### config.mk
export PLATFORM = sky130hd
export DESIGN_NAME = shared_data_memory
export DESIGN_NICKNAME = d
export VERILOG_FILES = /design/src/rtl/shared_data_memory.sv
export SDC_FILE = /design/constraint.sdc
export NUM_CORES = 2
export LEC_CHECK = 0
export ABC_CLOCK_PERIOD_IN_PS = 12420
export CAP_MARGIN = 20
export CORE_MARGIN = 4
export CORE_UTILIZATION = 55
export DETAILED_ROUTE_END_ITERATION = 10
export GPL_ROUTABILITY_DRIVEN = 1
export PLACE_DENSITY = 0.72
export SLEW_MARGIN = 20
export SYNTH_ARGS = -nofsm -noshare
export SYNTH_HDL_FRONTEND = slang
export SYNTH_SLANG_ARGS = --single-unit
### constraint.sdc
create_clock -name clk -period 12.42 [get_ports clk]
set_input_delay 3.105 -clock clk [delete_from_list [all_inputs] [get_ports clk]]
set_output_delay 3.105 -clock clk [all_outputs]
set_load 0.005 [all_outputs]
### src/rtl/shared_data_memory.sv
// Shared word RAM serving NCORES cores through a round-robin arbiter; a grant takes one ARB cycle,
// completion (ready[i], read data in din slot i) is signalled in the following RESP cycle; cores stall until ready.
module shared_data_memory #(
   parameter int NCORES = 2,
   parameter int DEPTH  = 256,
   parameter int AW     = 8
) (
   input  logic                 clk,
   input  logic                 rst,
   input  logic [NCORES-1:0]    memread,
   input  logic [NCORES-1:0]    memwr,
   input  logic [16*NCORES-1:0] dmaddr,
   input  logic [16*NCORES-1:0] dout,
   output logic [16*NCORES-1:0] din,
   output logic [NCORES-1:0]    ready
);

   localparam int PW = (NCORES > 1) ? $clog2(NCORES) : 1;

   typedef enum logic {ARB, RESP} state_t;

   state_t            state;
   logic [PW-1:0]     rr_ptr;
   logic [PW-1:0]     gnt;
   logic [PW-1:0]     cand;
   logic [PW-1:0]     rr_nxt;
   logic [NCORES-1:0] req;
   logic              req_any;
   logic [AW-1:0]     gnt_addr;
   logic [15:0]       gnt_wdat;
   logic              gnt_wr;
   logic [15:0]       mem [DEPTH];

   // Scan from the highest offset down so the requester closest to rr_ptr wins.
   always_comb begin
      int idx;
      idx     = 0;
      cand    = '0;
      req     = memread | memwr;
      req_any = |req;
      gnt     = rr_ptr;
      for (int k = NCORES - 1; k >= 0; k--) begin
         idx = int'(rr_ptr) + k;
         if (idx >= NCORES) idx = idx - NCORES;
         cand = PW'(idx);
         if (req[cand]) gnt = cand;
      end
      gnt_addr = dmaddr[16*gnt +: AW];
      gnt_wdat = dout[16*gnt +: 16];
      gnt_wr   = memwr[gnt];
      rr_nxt   = (int'(gnt) == NCORES - 1) ? '0 : gnt + PW'(1);
   end

   always_ff @(posedge clk) begin
      if (rst) begin
         state  <= ARB;
         rr_ptr <= '0;
         ready  <= '0;
         din    <= '0;
      end else begin
         case (state)
            ARB: begin
               ready <= '0;
               if (req_any) begin
                  if (!gnt_wr) din[16*gnt +: 16] <= mem[gnt_addr];
                  ready[gnt] <= 1'b1;
                  rr_ptr     <= rr_nxt;
                  state      <= RESP;
               end
            end
            RESP: begin
               ready <= '0;
               state <= ARB;
            end
         endcase
      end
   end

   // RAM is never cleared; a write wins over a read when both strobes are set.
   always_ff @(posedge clk) begin
      if (!rst && state == ARB && req_any && gnt_wr) mem[gnt_addr] <= gnt_wdat;
   end

endmodule

==> load_flow_metrics.sql <==
INSERT INTO impl_metrics (metric_group, metric, value, unit) VALUES
('worst_setup_path', 'timing.critical_path.from_type', 'primary input', ''),
('place', 'port-buffer-count', '87', ''),
('floorplan', 'core_region_area', '0.279', 'sq mm'),
('timing', 'period_share', '0.744', ''),
('worst_setup_path', 'path_buf_inv', '3', ''),
('worst_setup_path', 'criticalPathCategory', 'primary input to register', ''),
('synthesis', 'yosys_register_bits', '4132', ''),
('clock_tree', 'post_cts_resize_count', '0', ''),
('final_layout', 'final.fill_count', '18800', ''),
('synthesis', 'synth.mux.area_fraction', '0.0179', ''),
('timing', 'slew_headroom', '0.0969', ''),
('power', 'comb_power_share', '0.086', ''),
('timing', 'setup_viol_count_final', '0', ''),
('clock_tree', 'post-cts-setup-buffers', '0', ''),
('clock_tree', 'path_clk_slew', '60', 'ps'),
('worst_setup_path', 'ff2ff_setup_slack', '5830', 'ps'),
('synthesis', 'syn-cell-area', '0.154', 'sq mm'),
('synthesis', 'yosys_most_used_dff', 'edfxtp_1', ''),
('synthesis', 'biggest_area_contributors_in_the_synthesized_netlist', 'edfxtp_1, o22ai_1, o21a_1', ''),
('synthesis', 'post_synth.cell_area_avg', '17.3', 'sq um'),
('synthesis', 'synth-edff-count', '4096', ''),
('power', 'sequentialPowerShare', '0.521', ''),
('floorplan', 'floorplan.die_area', '0.289', 'sq mm'),
('routing', 'vias', '89400', ''),
('floorplan', 'initial_utilization', '0.552', ''),
('timing', 'finalHoldViolCount', '0', ''),
('power', 'total_power_consumption', '30.0', 'mW'),
('timing', 'max_slew.worst_pin.slew', '1340', 'ps'),
('synthesis', 'netlist_instances', '8892', ''),
('clock_tree', 'htree_num_levels', '5', ''),
('clock_tree', 'clock_sinks', '4132', ''),
('synthesis', 'synth-adder-area-share', '0.0000730', ''),
('timing', 'timing.final.crit_period', '9240', 'ps'),
('worst_setup_path', 'crit_chain', 'clkdlybuf4s50_1 -> or2_1 -> maj3_4 -> a211oi_4 -> buf_12 -> buf_4 -> o22ai_1 -> o21a_1 -> o41ai_1 -> a41oi_1 -> nor4_1 -> a22o_1', ''),
('power', 'power_density', '172', 'mW/mm^2'),
('job', 'maxCapViolations', '0', ''),
('synthesis', 'synth_area_leader_cell', 'edfxtp_1', ''),
('place', 'placed_cell_area', '0.161', 'sq mm'),
('clock_tree', 'clock_insertion_delay_worst_skew', '910', 'ps'),
('worst_setup_path', 'critical_path_required', '13260', 'ps'),
('final_layout', 'area_delta_synth_final', '12.9', '%'),
('place', 'globalplace.congestion', '0.884', ''),
('clock_tree', 'cts-root-to-sink-buffers', '4', ''),
('floorplan', 'rows', '194', ''),
('worst_setup_path', 'critical-path-top-delay-family', 'compound AO/OA/AOI/OAI gates', ''),
('routing', 'routed_length_per_instance', '31.6', 'um'),
('floorplan', 'design.portCount', '104', ''),
('global_route', 'via_count_of_the_first_global_routing_pass', '86200', ''),
('floorplan', 'fp.dieW', '537', 'um'),
('worst_setup_path', 'slowest_stage', 'o41ai_1', ''),
('power', 'static-leakage-power', '54.2', 'nW'),
('synthesis', 'synth_seq_area_share', '0.802', ''),
('final_layout', 'drive_gt1_frac', '0.117', ''),
('place', 'place.detailed.hpwl', '231000', 'um'),
('routing', 'drt-total-wl', '418000', 'um'),
('outcome', 'status', 'complete, no violations', ''),
('global_route', 'global_route.usage.total', '0.282', ''),
('synthesis', 'post-synth-top-area-fraction', '0.798', ''),
('worst_setup_path', 'critPathMaxFanout', '122', ''),
('synthesis', 'synth_top_family_by_area', 'compound AO/OA/AOI/OAI gates', ''),
('floorplan', 'die_h', '537', 'um'),
('final_layout', 'fin_nets', '9220', ''),
('routing', 'drt-vias-per-instance', '6.78', ''),
('clock_tree', 'cts_made_buffers', '393', ''),
('global_route', 'maximum_number_of_pins_on_one_net_before_global_route_repair', '177', ''),
('timing', 'grt_setup_unrepaired', 'false', ''),
('timing', 'fmax', '108', 'MHz'),
('power', 'cellInternalPower', '23.1', 'mW'),
('global_route', 'initial_antenna_violation_count', '21', ''),
('timing', 'fin_worst_hold_slack', '484', 'ps'),
('routing', 'drc', '0', '');
## power by group through the flow
stage / combinational, mW / sequential (mW) / clock [mW]
floorplan: 1.45 / 15.9 / 0
global placement: 2.43 / 15.9 / 0
global route: 2.68 / 15.6 / 12.5
CTS: 2.52 / 15.6 / 11.9
detailed placement: 2.51 / 15.9 / 0
finish: 2.58 / 15.6 / 11.8
## path summary, 6_finish.rpt
kind / depth (start not counted) / to / start
worst max-delay path: 12 / din[9] / memwr[1]
worst min-delay path: 1 / din[28] / din[28]
worst max register to register: 10 / din[9] / rr_ptr
worst min register to register: 1 / din[28] / din[28]
## Yosys cell counts, types with 19 or more instances
master and n:
nand2_1 549, a22o_1 32, nor2_1 272, o22ai_1 1536, edfxtp_1 4096, buf_1 24, buf_2 345, mux2i_1 257
o41ai_1 256, clkbuf_1 271, nor2b_1 19, o21a_1 769, a32o_1 256, a41oi_1 64, dfxtp_1 36
## sequential cells by signal, summed over array words and instances (netlist names)
register	count
mem	4096
ready	2
din	32
rr_ptr	1
state	1
## cell type report
class                      count  area, sq um  area share
clock buffer                 480        10400      0.0599
multi-input combinational   4106        28400       0.163
inverter                       5         18.8    0.000108
sequential                  4132       124000       0.711
tap                         3724         4660      0.0268
antenna                       15         37.5    0.000216
clock inverter               222         2170      0.0125
timing repair buffer         512         4630      0.0266
## kinds of logic after synthesis
group,after synthesis
simple gates,887
fa+ha+maj,1
compound gates,2945
mux,273
buf+inv,654
flops,4132
## cells in the final DEF, fill, tap and decap left out, types with 16 or more instances in the layout
cell / instances
buf_12: 40
nor2_2: 36
nand2_2: 16
mux2_8: 16
clkinv_1: 84
clkdlybuf4s50_1: 87
a41oi_1: 59
o21a_1: 769
o41ai_2: 32
a22o_1: 32
dfxtp_1: 36
bufinv_16: 41
o22ai_1: 1536
edfxtp_1: 4096
nor2b_1: 19
clkbuf_16: 401
a32o_1: 256
nand2_1: 533
buf_4: 380
nor2_1: 235
clkbuf_1: 69
o41ai_1: 223
clkinv_2: 71
mux2i_1: 256
## through the flow
stage | utilization | setup slack (ps) | cells
after floorplan | - | 4800 | 8892
after global placement | 0.577 | 2240 | 12500
after detailed placement | 0.578 | 2160 | 12500
after CTS | 0.623 | 3120 | 13200
after global routing | 0.623 | 3320 | 13200
final | 0.624 | 3180 | 13200
## metal layers
| layer | up-vias | part of all wire | wire (um) | global-route usage |
|---|---|---|---|---|
| met3 | 936 | 0.12 | 50100 | 0.0645 |
| met5 | - | 0.00012 | 51 | 0 |
| li1 | 37300 | - | - | - |
| met1 | 45200 | 0.36 | 151000 | 0.389 |
| met2 | 5950 | 0.47 | 196000 | 0.435 |
| met4 | 8 | 0.049 | 20500 | 0.126 |
(Power assumes the default switching activity.)
